## config.mk

```make
export PLATFORM = sky130hd
export DESIGN_NAME = array_table
export DESIGN_NICKNAME = d
export VERILOG_FILES = /design/src/rtl/array_table_pkg.sv /design/src/rtl/array_table_ram.sv /design/src/rtl/array_table.sv
export SDC_FILE = /design/constraint.sdc
export NUM_CORES = 1
export LEC_CHECK = 0
export BUFFER_PORTS_ARGS = -buffer_cell sky130_fd_sc_hd__buf_2
export CAP_MARGIN = 5
export CORE_ASPECT_RATIO = 1.25
export CORE_UTILIZATION = 30
export DETAILED_ROUTE_END_ITERATION = 8
export GPL_TIMING_DRIVEN = 1
export PLACE_DENSITY = 0.54
export SYNTH_ARGS = -nofsm -noshare
export SYNTH_HDL_FRONTEND = slang
export SYNTH_SLANG_ARGS = --single-unit
```

## constraint.sdc

```tcl
create_clock -name clk -period 3.6 [get_ports clk]
set_input_delay 0.36 -clock clk [delete_from_list [all_inputs] [get_ports clk]]
set_output_delay 0.36 -clock clk [all_outputs]
set_load 0.005 [all_outputs]
```

## src/rtl/array_table_pkg.sv

```systemverilog
// ----------------------------------------------------------------------------
// array_table_pkg
//
// Shared types and helpers for the array_table block.
//   - state_t         : controller states (INIT sweep, IDLE service, SCAN stream)
//   - clog2           : elaboration-time ceiling log2, used to derive AW
//   - default_entry   : one-hot default pattern for a physical entry
//   - phys_index      : logical-to-physical address mapping (optional reversal)
// ----------------------------------------------------------------------------
package array_table_pkg;

    typedef enum logic [1:0] {
        INIT = 2'd0,
        IDLE = 2'd1,
        SCAN = 2'd2
    } state_t;

    // Widest entry default_entry can describe; callers cast down to WIDTH.
    localparam int MAX_WIDTH = 1024;

    function automatic int clog2(input int value);
        int result;
        int v;
        result = 0;
        v = value - 1;
        while (v > 0) begin
            result = result + 1;
            v = v >> 1;
        end
        return result;
    endfunction

    // Physical entry p holds a single set bit at (DEPTH-1-p) mod WIDTH, so
    // with reversed addressing logical entry i reads back as 1 << i.
    function automatic logic [MAX_WIDTH-1:0] default_entry(input int p,
                                                           input int depth,
                                                           input int width);
        return MAX_WIDTH'(1) << ((depth - 1 - p) % width);
    endfunction

    function automatic int phys_index(input int addr,
                                      input int depth,
                                      input int reverse);
        return (reverse != 0) ? (depth - 1 - addr) : addr;
    endfunction

endpackage

```

## src/rtl/array_table_ram.sv

```systemverilog
// ----------------------------------------------------------------------------
// array_table_ram
//
// One-write / one-read storage with a synchronous, read-first read port.
// Contents are not reset; the owning controller reloads them after reset.
//
// Ports:
//   clk    in   rising-edge clock
//   we     in   write enable
//   waddr  in   physical write address
//   wdata  in   write data
//   re     in   read enable; rdata only updates on a read
//   raddr  in   physical read address
//   rdata  out  registered read data (old value on same-address write)
// ----------------------------------------------------------------------------
module array_table_ram
    import array_table_pkg::*;
#(
    parameter int WIDTH = 8,
    parameter int DEPTH = 4,
    localparam int AW = clog2(DEPTH)
) (
    input  logic             clk,
    input  logic             we,
    input  logic [AW-1:0]    waddr,
    input  logic [WIDTH-1:0] wdata,
    input  logic             re,
    input  logic [AW-1:0]    raddr,
    output logic [WIDTH-1:0] rdata
);

    logic [WIDTH-1:0] mem [DEPTH];

    // Both ports use non-blocking updates on the same edge, so a read of an
    // address being written returns the value stored before this edge.
    always_ff @(posedge clk) begin
        if (we) begin
            mem[waddr] <= wdata;
        end
        if (re) begin
            rdata <= mem[raddr];
        end
    end

endmodule

```

## src/rtl/array_table.sv

```systemverilog
// ----------------------------------------------------------------------------
// array_table
//
// DEPTH x WIDTH writable lookup table. After reset the controller sweeps the
// one-hot default pattern into storage (INIT), then services single writes
// and registered reads (IDLE), or streams every entry in logical order on
// request (SCAN). Optional address reversal applies to all three paths.
//
// Ports:
//   clk         in   rising-edge clock
//   rst         in   synchronous active-high reset; restarts the INIT sweep
//   wr_en       in   write strobe (IDLE only)
//   wr_addr     in   logical write address
//   wr_data     in   write data
//   rd_en       in   read strobe (IDLE only)
//   rd_addr     in   logical read address
//   rd_data     out  read data, one cycle after rd_en, held until next read
//   rd_valid    out  one-cycle pulse marking fresh rd_data
//   scan_start  in   request a full-table scan (IDLE only)
//   scan_data   out  scanned entry
//   scan_valid  out  scan_data valid
//   scan_last   out  high with scan_valid on the final entry
//   busy        out  high whenever the controller is not in IDLE
// ----------------------------------------------------------------------------
module array_table
    import array_table_pkg::*;
#(
    parameter int WIDTH   = 8,
    parameter int DEPTH   = 4,
    parameter int REVERSE = 1,
    localparam int AW     = clog2(DEPTH)
) (
    input  logic             clk,
    input  logic             rst,
    input  logic             wr_en,
    input  logic [AW-1:0]    wr_addr,
    input  logic [WIDTH-1:0] wr_data,
    input  logic             rd_en,
    input  logic [AW-1:0]    rd_addr,
    output logic [WIDTH-1:0] rd_data,
    output logic             rd_valid,
    input  logic             scan_start,
    output logic [WIDTH-1:0] scan_data,
    output logic             scan_valid,
    output logic             scan_last,
    output logic             busy
);

    localparam logic [AW-1:0] LAST_IDX = AW'(DEPTH - 1);

    state_t           state;
    logic [AW-1:0]    cnt;

    logic             ram_we;
    logic [AW-1:0]    ram_waddr;
    logic [WIDTH-1:0] ram_wdata;
    logic             ram_re;
    logic [AW-1:0]    ram_raddr;
    logic [WIDTH-1:0] ram_rdata;

    logic             rd_valid_q;
    logic             scan_valid_q;
    logic             scan_last_q;
    logic [WIDTH-1:0] rd_hold;
    logic [WIDTH-1:0] scan_hold;

    logic [AW-1:0]    wr_phys;
    logic [AW-1:0]    rd_phys;
    logic [AW-1:0]    scan_phys;
    logic [WIDTH-1:0] init_data;

    assign wr_phys   = AW'(phys_index(int'(wr_addr), DEPTH, REVERSE));
    assign rd_phys   = AW'(phys_index(int'(rd_addr), DEPTH, REVERSE));
    assign scan_phys = AW'(phys_index(int'(cnt), DEPTH, REVERSE));
    // INIT walks physical addresses directly, so no mapping on this path.
    assign init_data = WIDTH'(default_entry(int'(cnt), DEPTH, WIDTH));

    // Controller: INIT and SCAN both walk cnt from 0 to DEPTH-1 and return
    // to IDLE on the final step. Port strobes only matter in IDLE.
    always_ff @(posedge clk) begin
        if (rst) begin
            state <= INIT;
            cnt   <= '0;
        end else begin
            case (state)
                INIT: begin
                    cnt <= cnt + AW'(1);
                    if (cnt == LAST_IDX) begin
                        state <= IDLE;
                        cnt   <= '0;
                    end
                end
                IDLE: begin
                    if (scan_start) begin
                        state <= SCAN;
                        cnt   <= '0;
                    end
                end
                SCAN: begin
                    cnt <= cnt + AW'(1);
                    if (cnt == LAST_IDX) begin
                        state <= IDLE;
                        cnt   <= '0;
                    end
                end
                default: begin
                    state <= INIT;
                    cnt   <= '0;
                end
            endcase
        end
    end

    // Storage port steering. The single read port is shared between host
    // reads and the scan; the FSM guarantees they never coincide.
    always_comb begin
        ram_we    = 1'b0;
        ram_waddr = '0;
        ram_wdata = '0;
        ram_re    = 1'b0;
        ram_raddr = '0;
        case (state)
            INIT: begin
                ram_we    = 1'b1;
                ram_waddr = cnt;
                ram_wdata = init_data;
            end
            IDLE: begin
                ram_we    = wr_en;
                ram_waddr = wr_phys;
                ram_wdata = wr_data;
                ram_re    = rd_en;
                ram_raddr = rd_phys;
            end
            SCAN: begin
                ram_re    = 1'b1;
                ram_raddr = scan_phys;
            end
            default: begin
                ram_we = 1'b0;
            end
        endcase
    end

    array_table_ram #(
        .WIDTH (WIDTH),
        .DEPTH (DEPTH)
    ) u_ram (
        .clk   (clk),
        .we    (ram_we),
        .waddr (ram_waddr),
        .wdata (ram_wdata),
        .re    (ram_re),
        .raddr (ram_raddr),
        .rdata (ram_rdata)
    );

    // Valid flags track what the storage read port fetched on the previous
    // edge. The hold registers capture each delivered word so rd_data and
    // scan_data stay stable once the shared read register moves on.
    always_ff @(posedge clk) begin
        if (rst) begin
            rd_valid_q   <= 1'b0;
            scan_valid_q <= 1'b0;
            scan_last_q  <= 1'b0;
            rd_hold      <= '0;
            scan_hold    <= '0;
        end else begin
            rd_valid_q   <= (state == IDLE) && rd_en;
            scan_valid_q <= (state == SCAN);
            scan_last_q  <= (state == SCAN) && (cnt == LAST_IDX);
            if (rd_valid_q) begin
                rd_hold <= ram_rdata;
            end
            if (scan_valid_q) begin
                scan_hold <= ram_rdata;
            end
        end
    end

    // The fresh word comes straight from the storage register so the read
    // latency stays at one cycle; afterwards the held copy is shown.
    assign rd_data    = rd_valid_q ? ram_rdata : rd_hold;
    assign rd_valid   = rd_valid_q;
    assign scan_data  = scan_valid_q ? ram_rdata : scan_hold;
    assign scan_valid = scan_valid_q;
    assign scan_last  = scan_last_q;
    assign busy       = (state != IDLE);

endmodule
```

==> flow_metrics.env, run 1 <==
export IMPL_status="complete, no violations"
export IMPL_gp_congestion=0.762
export IMPL_hold_class="in -> reg"
export IMPL_cts_sinks=63
export IMPL_r2r_start="state[1]"
export IMPL_min_period_ns=2.33
export IMPL_drt_antenna_violating_nets=0
export IMPL_synth_seq_area_share_pct=61.3
export IMPL_p_per_area_mw_per_mm2=741
export IMPL_skew_ns=0.00898
export IMPL_required_ns=3.57
export IMPL_port_buffers=36
export IMPL_setup_tns_ns=0
export IMPL_vias=1618
export IMPL_root_buffer="clkbuf_8"
export IMPL_routedWlPerCell_um=14.1
export IMPL_grt_ovfl_total=0
export IMPL_fin_nets=274
export IMPL_postSynthAreaPerCell_um2=13.0
export IMPL_cts_resized=0
export IMPL_first_global_vias=1560
export IMPL_crit_type="reg -> reg"
export IMPL_antenna_found_initial=0
export IMPL_synth_nets=235
export IMPL_die_h_um=108
export IMPL_slowest_delay_ns=0.52
export IMPL_drc_errors=0
export IMPL_cts_tree="yes"
export IMPL_clk_pin_slew_ns=0.07
export IMPL_min_from="rd_en"
export IMPL_grt_pass1_wl_mm=8.31
export IMPL_die_w_um=87.0
export IMPL_leakage_nw=1.34
export IMPL_critPathLaunchType="flip-flop"
export IMPL_cts_buffers=9
export IMPL_drv_slew=0
export IMPL_cpMaxStageDelayCell="ha_1"
export IMPL_total_power_mw=2.36
export IMPL_syn_to_final_growth_pct=17.3
export IMPL_grt_max_degree=24
export IMPL_crit_fanout=15
export IMPL_crit_chain="inv_1 > ha_1 > a21oi_1 > or2_2 > nor2_1"
export IMPL_worstSetupStartpoint="state[1]"
export IMPL_drive_above_1_share_pct=28.6
export IMPL_h_tree_depth=3
export IMPL_coreArea_mm2=0.00870
export IMPL_initialDrtViolationCount=58
export IMPL_finalCritPeriodShare_pct=64.8
export IMPL_tightest_slew_ns=0.670
export IMPL_clk_latency_ns=0.34
export IMPL_setup_viol=0
export IMPL_synth_area_mm2=0.00271
export IMPL_yosysWarnings=0
export IMPL_hold_buffers=0
export IMPL_viasPerCell=4.35
export IMPL_synth_distinct_cells=27
export IMPL_hpwl_mm=3.91
export IMPL_max_cap_violations=0
export IMPL_hold_violations=0
export IMPL_synth_seq_cells=63
export IMPL_start_util_pct=31.1
export IMPL_drtPass1Iterations=4
export IMPL_io_pins=37
export IMPL_rsz0062_at_grt="false"
export IMPL_finalWirelength_mm=5.25
export IMPL_cts_buffer_depth=2
export IMPL_cts_setup_buffers=0
export IMPL_die_area_mm2=0.00942
export IMPL_track_usage_pct=12.5
export IMPL_core_rowCount=38
export IMPL_num_antenna_cells=0
export IMPL_vdd_drop_max_mv=0.202
export IMPL_worstPathArrival_ns=2.31
export IMPL_fill_cells=833
export IMPL_relSlewSlack_pct=55.2
export IMPL_fmax_mhz=429
export IMPL_synth_cells=208
export IMPL_cp_end_kind="flip-flop"
## report_power, final
| part | switching [mW] | total, mW | internal [mW] |
|---|---|---|---|
| registers | 0.0808 | 1.15 | 1.07 |
| logic | 0.429 | 0.676 | 0.247 |
| clock network | 0.281 | 0.530 | 0.249 |
| total | 0.791 | 2.36 | 1.56 |
## synth_stat cells
cell type,n,area share (%)
edfxtp_1,40,44
nor2b_1,27,6.2
dfxtp_1,23,17
mux2i_1,18,6.6
o21ai_0,17,3.1
mux2_2,16,6.6
nor2_1,14,1.9
ha_1,10,4.6
clkbuf_1,6,0.83
inv_1,6,0.83
nand2_1,5,0.69
a22o_1,4,1.3
and2_1,4,0.92
o22ai_1,3,0.69
a21oi_1,2,0.37
buf_2,2,0.37
a21boi_0,1,0.28
a22oi_1,1,0.28
a31oi_1,1,0.23
buf_6,1,0.42
inv_2,1,0.14
nand3_1,1,0.18
nor2b_4,1,0.51
o21a_1,1,0.28
o21ai_4,1,0.60
or2_2,1,0.23
xnor2_1,1,0.32
## placed cells by master (no fill, tap or decap), types with 2 or more instances in the layout
cell type / n
a21oi_1: 2
mux2_2: 16
nand2_1: 5
dfxtp_1: 23
inv_1: 6
buf_2: 36
and2_1: 4
edfxtp_1: 40
mux2i_1: 18
ha_1: 10
o22ai_1: 3
clkinvlp_4: 2
nor2_1: 14
clkinv_4: 3
o21ai_0: 17
a22o_1: 4
nor2b_1: 27
clkbuf_8: 9
## worst max-delay path, delay by kind of cell, from the launching register on
kind | cells | cell delay, ns
AO/OA/AOI/OAI | 1 | 0.15
adder cells (fa/ha/maj) | 1 | 0.52
AND/OR/NAND/NOR | 2 | 0.83
flip-flops | 1 | 0.35
buffers and inverters | 1 | 0.12
## metrics by stage
step / setup slack, ns / instance area (um2) / std cells / hold slack (ns) / utilization (%)
global route: 1.11 / 3180 / 372 / 0.281 / 36.5
global placement: 1.32 / 3000 / 356 / 0.565 / 34.5
CTS: 1.23 / 3180 / 372 / 0.268 / 36.5
detailed placement: 1.23 / 3000 / 356 / 0.574 / 34.5
finish: 1.27 / 3180 / 372 / 0.289 / 36.5
floorplan: 1.52 / 2710 / 208 / 0.432 / -
## worst paths after layout
path / to / slack, ns / cells after the start
worst max-delay path: u_ram.mem[3][2] / 1.27 / 5
worst max register to register: u_ram.mem[3][2] / 1.27 / 5
worst min-delay path: rd_valid / 0.29 / 3
worst min register to register: rd_hold[0] / 0.59 / 2
## sequential cells by signal, summed over array words and instances (netlist names), 2 cells and up
| register | cells |
|---|---|
| cnt | 2 |
| rd_hold | 8 |
| state | 2 |
| u_ram.mem | 32 |
| u_ram.rdata | 8 |
| scan_hold | 8 |
## routing by layer
layer / routed length (um) / GRT usage [%]
met5: 0 / 0
met4: 118 / 7.86
met3: 203 / 3.89
met1: 2230 / 13.5
met2: 2700 / 21.1
## logic make-up (layout without fill, tap and decap cells)
| logic type | count (synthesis) | after routing | share of synthesized area [%] |
|---|---|---|---|
| xor gates and xnor gates | 1 | 1 | 0.323 |
| AOI/OAI and AO/OA | 31 | 31 | 7.16 |
| buffers and inverters | 16 | 60 | 2.59 |
| DFF | 63 | 63 | 61.3 |
| adders and majority gates | 10 | 10 | 4.62 |
| muxes | 34 | 34 | 13.3 |
| and+or+nand+nor | 53 | 53 | 10.7 |
## layout make-up
cell class	count	area (um2)	share of cell area (%)
clock buffers	9	124	3.90
clock inverters	7	50.0	1.57
inverters	7	26.3	0.827
multi-input cells	129	978	30.8
flip-flops and latches	63	1660	52.3
well taps	120	150	4.72
repair buffers	37	188	5.91
Power figures use the tool's default switching activity.
==> run 2: changes to the inputs <==
- ABC_AREA: default -> 1
- PLACE_DENSITY: 0.54 -> 0.56
- clock period: 3.6 -> 2.1 ns (I/O delays scaled with it)
==> run 2 against run 1 <==
Register-to-register slack got worse by 0.95 ns. Wire length grew 4.9%. Highest routed layer unchanged. Sequential cell count unchanged. Largest cell class unchanged. Synthesized cell count grew 48%.
==> flow_metrics.env, run 2 <==
export IMPL_finalWirelength_mm=5.50
export IMPL_final_cell_mix="93 x nand2_1, 54 x inv_1, 40 x edfxtp_1"
export IMPL_h_tree_depth=3
export IMPL_finalCritPeriodShare_pct=84.6
export IMPL_syn_to_final_growth_pct=22.9
export IMPL_synth_nets=335
export IMPL_fin_ws_ns=0.322
export IMPL_initialDrtViolationCount=56
export IMPL_grt_pass1_wl_mm=8.71
export IMPL_drt_antenna_violating_nets=0
export IMPL_required_ns=2.17
export IMPL_hold_class="in -> reg"
export IMPL_track_usage_pct=12.2
export IMPL_yosysWarnings=0
export IMPL_synth_seq_cells=63
export IMPL_async_reset_ff_share_pct=0
export IMPL_cts_resized=0
export IMPL_critPathLaunchType="flip-flop"
export IMPL_synth_edf_count=40
export IMPL_first_global_vias=1926
export IMPL_core_rowCount=39
export IMPL_grt_ovfl_total=0
export IMPL_gp_congestion=0.825
export IMPL_fin_cells=481
export IMPL_p_per_area_mw_per_mm2=1370
export IMPL_min_period_ns=1.78
export IMPL_hold_violations=0
export IMPL_rsz0062_at_grt="false"
export IMPL_drtPass1Iterations=4
export IMPL_vias=2033
export IMPL_r2r_slack_ns=0.32
export IMPL_grt_max_degree=22
export IMPL_start_util_pct=30.7
export IMPL_fin_nets=380
export IMPL_placed_area_mm2=0.00314
export IMPL_top_register="u_ram.mem"
export IMPL_worstPathArrival_ns=1.85
export IMPL_vdd_drop_max_mv=0.503
export IMPL_cts_setup_buffers=0
export IMPL_die_area_mm2=0.00973
export IMPL_clk_pin_slew_ns=0.05
export IMPL_drc_errors=0
export IMPL_clk_latency_ns=0.32
export IMPL_dp_cells=465
export IMPL_tightest_slew_ns=0.410
export IMPL_hpwl_mm=4.23
export IMPL_viasPerCell=4.23
export IMPL_drive_above_1_share_pct=17.0
export IMPL_cp_end_kind="flip-flop"
export IMPL_reg2reg_depth=9
export IMPL_drv_slew=0
export IMPL_crit_fanout=12
export IMPL_holdWs_ns=0.192
export IMPL_place_ws_ns=0.336
export IMPL_num_antenna_cells=0
export IMPL_io_pins=37
export IMPL_die_w_um=88.4
export IMPL_synth_commonest_cells="93 x nand2_1, 54 x inv_1, 40 x edfxtp_1"
export IMPL_yosysMostFrequentCell="nand2_1"
export IMPL_setup_tns_ns=0
export IMPL_synth_cells=308
export IMPL_final_util_pct=37.7
export IMPL_synth_distinct_cells=23
export IMPL_synth_seq_area_share_pct=59.3
export IMPL_max_cap_violations=0
export IMPL_cts_buffers=9
export IMPL_ys_flop_type="edfxtp_1"
export IMPL_status="complete, no violations"
export IMPL_largest_reg_flops=32
export IMPL_coreArea_mm2=0.00913
export IMPL_antenna_found_initial=0
export IMPL_cts_buffer_depth=2
export IMPL_final_common_cell="nand2_1"
export IMPL_cts_sinks=63
export IMPL_design_area_mm2=0.00344
export IMPL_total_power_mw=4.72
export IMPL_synth_top_cell_area_share_pct=42.9
export IMPL_fmax_mhz=563
export IMPL_hold_buffers=0
export IMPL_synth_area_mm2=0.00280
export IMPL_die_h_um=110
export IMPL_setup_viol=0
export IMPL_leakage_nw=1.66
export IMPL_crit_type="reg -> reg"
export IMPL_min_path_cells=4
export IMPL_skew_ns=0.00757
export IMPL_root_buffer="clkbuf_16"
export IMPL_relSlewSlack_pct=72.3
export IMPL_postSynthAreaPerCell_um2=9.10
export IMPL_yosysTopAreaCell="edfxtp_1"
export IMPL_port_buffers=36
export IMPL_cts_tree="yes"
export IMPL_ys_top_cells_by_area="edfxtp_1 43%, dfxtp_1 16%, nand2_1 12%, inv_1 7.2%, nand3_1 5.7%"
export IMPL_routedWlPerCell_um=11.4
==> run 2: changes by cell type after synthesis, sizes merged, moves of 16 or more <==
cell   before  now
nor2b      28    0
nand2       5   96
mux2i      18    0
nand3       1   32
mux2       16    0
o21ai      18    2
inv         7   55
a21oi       2   20
==> run 2: critical path: stages (launching register included) <==
cell and delay, ns:
dfxtp_1 0.39, inv_1 0.10, ha_1 0.20, buf_4 0.18
nand2_1 0.07, nand2_1 0.06, nand2_2 0.17, inv_1 0.18
nand3_1 0.12, nand2_1 0.05
==> run 2: final timing paths <==
kind | start | endpoint
hold / removal | scan_start | cnt[0]
setup reg to reg | state[1] | u_ram.rdata[3]
hold reg to reg | scan_hold[3] | scan_hold[3]
setup / recovery | state[1] | u_ram.rdata[3]
==> run 2: per-layer routing <==
layer  track usage, %  wire (um)
met5                0          0
met4             6.91        127
met1             13.3       2330
met3             1.79        169
met2             22.3       2870
==> run 2: final cells by class <==
type,count,area (um2)
well taps,123,154
multi-input cells,181,882
clock buffers,12,236
fillers,957,5680
flip-flops and latches,63,1660
repair buffers,43,233
clock inverters,4,70.1
inverters,55,206
==> run 2: power breakdown <==
group	leakage [nW]	total, mW	internal, mW	switching (mW)
clock network	0.151	1.51	1.03	0.480
logic	0.945	1.28	0.441	0.838
registers	0.565	1.92	1.79	0.134
total	1.66	4.72	3.26	1.45
==> run 2: kinds of logic after synthesis <==
kind of cell / share of synthesized area (%)
AOI/OAI and AO/OA: 5.36
DFF: 59.3
adders and majority gates: 4.47
buffers and inverters: 9.20
and+or+nand+nor: 21.7
==> run 3: changes to the inputs <==
- ABC_AREA: 1 -> 0
- PLACE_DENSITY: 0.56 -> 0.54
- clock period: 2.1 -> 1.8 ns (I/O delays scaled with it)
==> run 3 against run 2 <==
Clock skew up 0.00080 ns. Sequential share of layout area decreased by 0.41 points. Wire length is 6.1% lower. Setup slack lost 0.28 ns. Die area decreased by 3.2%. Power up 16%. Via count fell by 17%.
==> flow_metrics.env, run 3 (same netlist as run 1, synthesis figures left out) <==
export IMPL_leakage_nw=1.48
export IMPL_clk_pin_slew_ns=0.07
export IMPL_fin_ws_ns=0.0461
export IMPL_first_global_vias=1732
export IMPL_vdd_drop_max_mv=0.499
export IMPL_routedWlPerCell_um=13.1
export IMPL_crit_fanout=8
export IMPL_setup_viol=0
export IMPL_skew_ns=0.00837
export IMPL_final_cell_mix="40 x edfxtp_1, 36 x buf_2, 26 x nor2b_1"
export IMPL_h_tree_depth=3
export IMPL_holdWs_ns=0.123
export IMPL_cts_buffers=9
export IMPL_p_sw_mw=1.62
export IMPL_cp_end_kind="flip-flop"
export IMPL_cts_tree="yes"
export IMPL_finalCritPeriodShare_pct=97.4
export IMPL_drt_antenna_violating_nets=0
export IMPL_path_common_cell="buf_4"
export IMPL_io_pins=37
export IMPL_port_buffers=36
export IMPL_vias=1680
export IMPL_gp_congestion=0.792
export IMPL_place_ws_ns=-0.268
export IMPL_track_usage_pct=12.4
export IMPL_switching_share_pct=29.7
export IMPL_grt_max_degree=24
export IMPL_top_register="u_ram.mem"
export IMPL_p_per_area_mw_per_mm2=1570
export IMPL_min_period_ns=1.75
export IMPL_grt_ovfl_total=0
export IMPL_pwr_share_comb_pct=31.6
export IMPL_hpwl_mm=3.84
export IMPL_crit_type="reg -> reg"
export IMPL_root_buffer="clkbuf_8"
export IMPL_viasPerCell=4.27
export IMPL_coreArea_mm2=0.00870
export IMPL_cts_sinks=63
export IMPL_grt_pass1_wl_mm=8.33
export IMPL_num_antenna_cells=0
export IMPL_fill_cells=846
export IMPL_setup_tns_ns=0
export IMPL_die_h_um=108
export IMPL_finalWirelength_mm=5.17
export IMPL_syn_to_final_growth_pct=28.4
export IMPL_total_power_mw=5.45
export IMPL_required_ns=1.89
export IMPL_r2r_slack_ns=0.05
export IMPL_antenna_found_initial=0
export IMPL_largest_reg_flops=32
export IMPL_power_internal_mw=3.84
export IMPL_cpMaxStageDelayCell="dfxtp_4"
export IMPL_clk_latency_ns=0.34
export IMPL_initialDrtViolationCount=24
export IMPL_critPathLaunchType="flip-flop"
export IMPL_fmax_mhz=570
export IMPL_die_w_um=87.0
export IMPL_hold_class="in -> reg"
export IMPL_power_frac_clock_pct=26.6
export IMPL_power_frac_seq_pct=41.8
export IMPL_hold_violations=0
export IMPL_cts_buffer_depth=2
export IMPL_relSlewSlack_pct=70.4
export IMPL_worstPathArrival_ns=1.84
export IMPL_drtPass1Iterations=6
export IMPL_drv_slew=0
export IMPL_slowest_delay_ns=0.38
export IMPL_die_area_mm2=0.00942
export IMPL_max_cap_violations=0
export IMPL_start_util_pct=31.1
export IMPL_final_common_cell="edfxtp_1"
export IMPL_fin_nets=295
export IMPL_drive_above_1_share_pct=38.1
export IMPL_status="complete, no violations"
export IMPL_drc_errors=0
export IMPL_tightest_slew_ns=0.444
export IMPL_final_util_pct=40.0
export IMPL_core_rowCount=38
export IMPL_crit_chain="inv_1 > buf_4 > ha_1 > buf_4 > inv_2 > o22ai_2 > o21ai_0 > mux2i_1"
## run 3: cell count changes in the layout (fill, tap and decap cells not counted), moves of 9 or more
cell,change
nand2_1,-88
inv_1,-50
nand3_1,-31
nor2b_1,+26
a21oi_1,-18
mux2i_1,+17
mux2_2,+16
buf_4,+12
clkbuf_16,-9
clkbuf_8,+9
## run 3: layer usage
layer  part of all wire (%)  global-route usage (%)  up-vias
met5                      0                       0        -
met4                    2.1                    6.07        0
met3                    3.8                    4.58        9
met2                     51                    21.7       29
met1                     43                    13.1      787
li1                       -                       -      855
## run 3: path summary, 6_finish.rpt
path	start	depth (start not counted)	end
max	state[0]	8	u_ram.rdata[7]
min	rd_en	3	rd_valid
max reg2reg	state[0]	8	u_ram.rdata[7]
min reg2reg	state[0]	2	state[0]
## run 3: stage by stage
step / std cells / area [um2]
floorplan: 208 / 2710
global placement: 376 / 3170
detailed placement: 376 / 3170
CTS: 393 / 3440
global route: 393 / 3480
finish: 393 / 3480
## run 3: what timing repair did
item,4_1_cts,5_1_grt
setup buffers,1,0
hold buffers,0,0
gates resized for setup,9,14
pin swaps,1,1
cloned,0,0
endpoints found under the setup margin,24,16
## run 3: worst max-delay path, delay by kind of cell, from the launching register on
kind | cells | cell delay [ns]
buf+inv | 4 | 0.40
mux | 1 | 0.10
fa+ha+maj | 1 | 0.20
compound gates | 2 | 0.41
flops | 1 | 0.38
## run 3: cell type report
type	instances	area (um2)	area share [%]
Multi-Input combinational cell	129	1030	29.5
Timing Repair Buffer	58	374	10.7
Inverter	7	26.3	0.755
Tap cell	120	150	4.31
Sequential cell	63	1670	47.8
Clock inverter	6	109	3.13
Clock buffer	10	128	3.67
## run 3: power by group through the flow
stage | clock [mW] | sequential (mW) | combinational (mW)
final | 1.45 | 2.28 | 1.73
after global routing | 1.57 | 2.32 | 1.91
after CTS | 1.50 | 2.26 | 1.70
after detailed placement | 0 | 2.29 | 1.65
after global placement | 0 | 2.29 | 1.64
after floorplan | 0 | 2.26 | 1.01
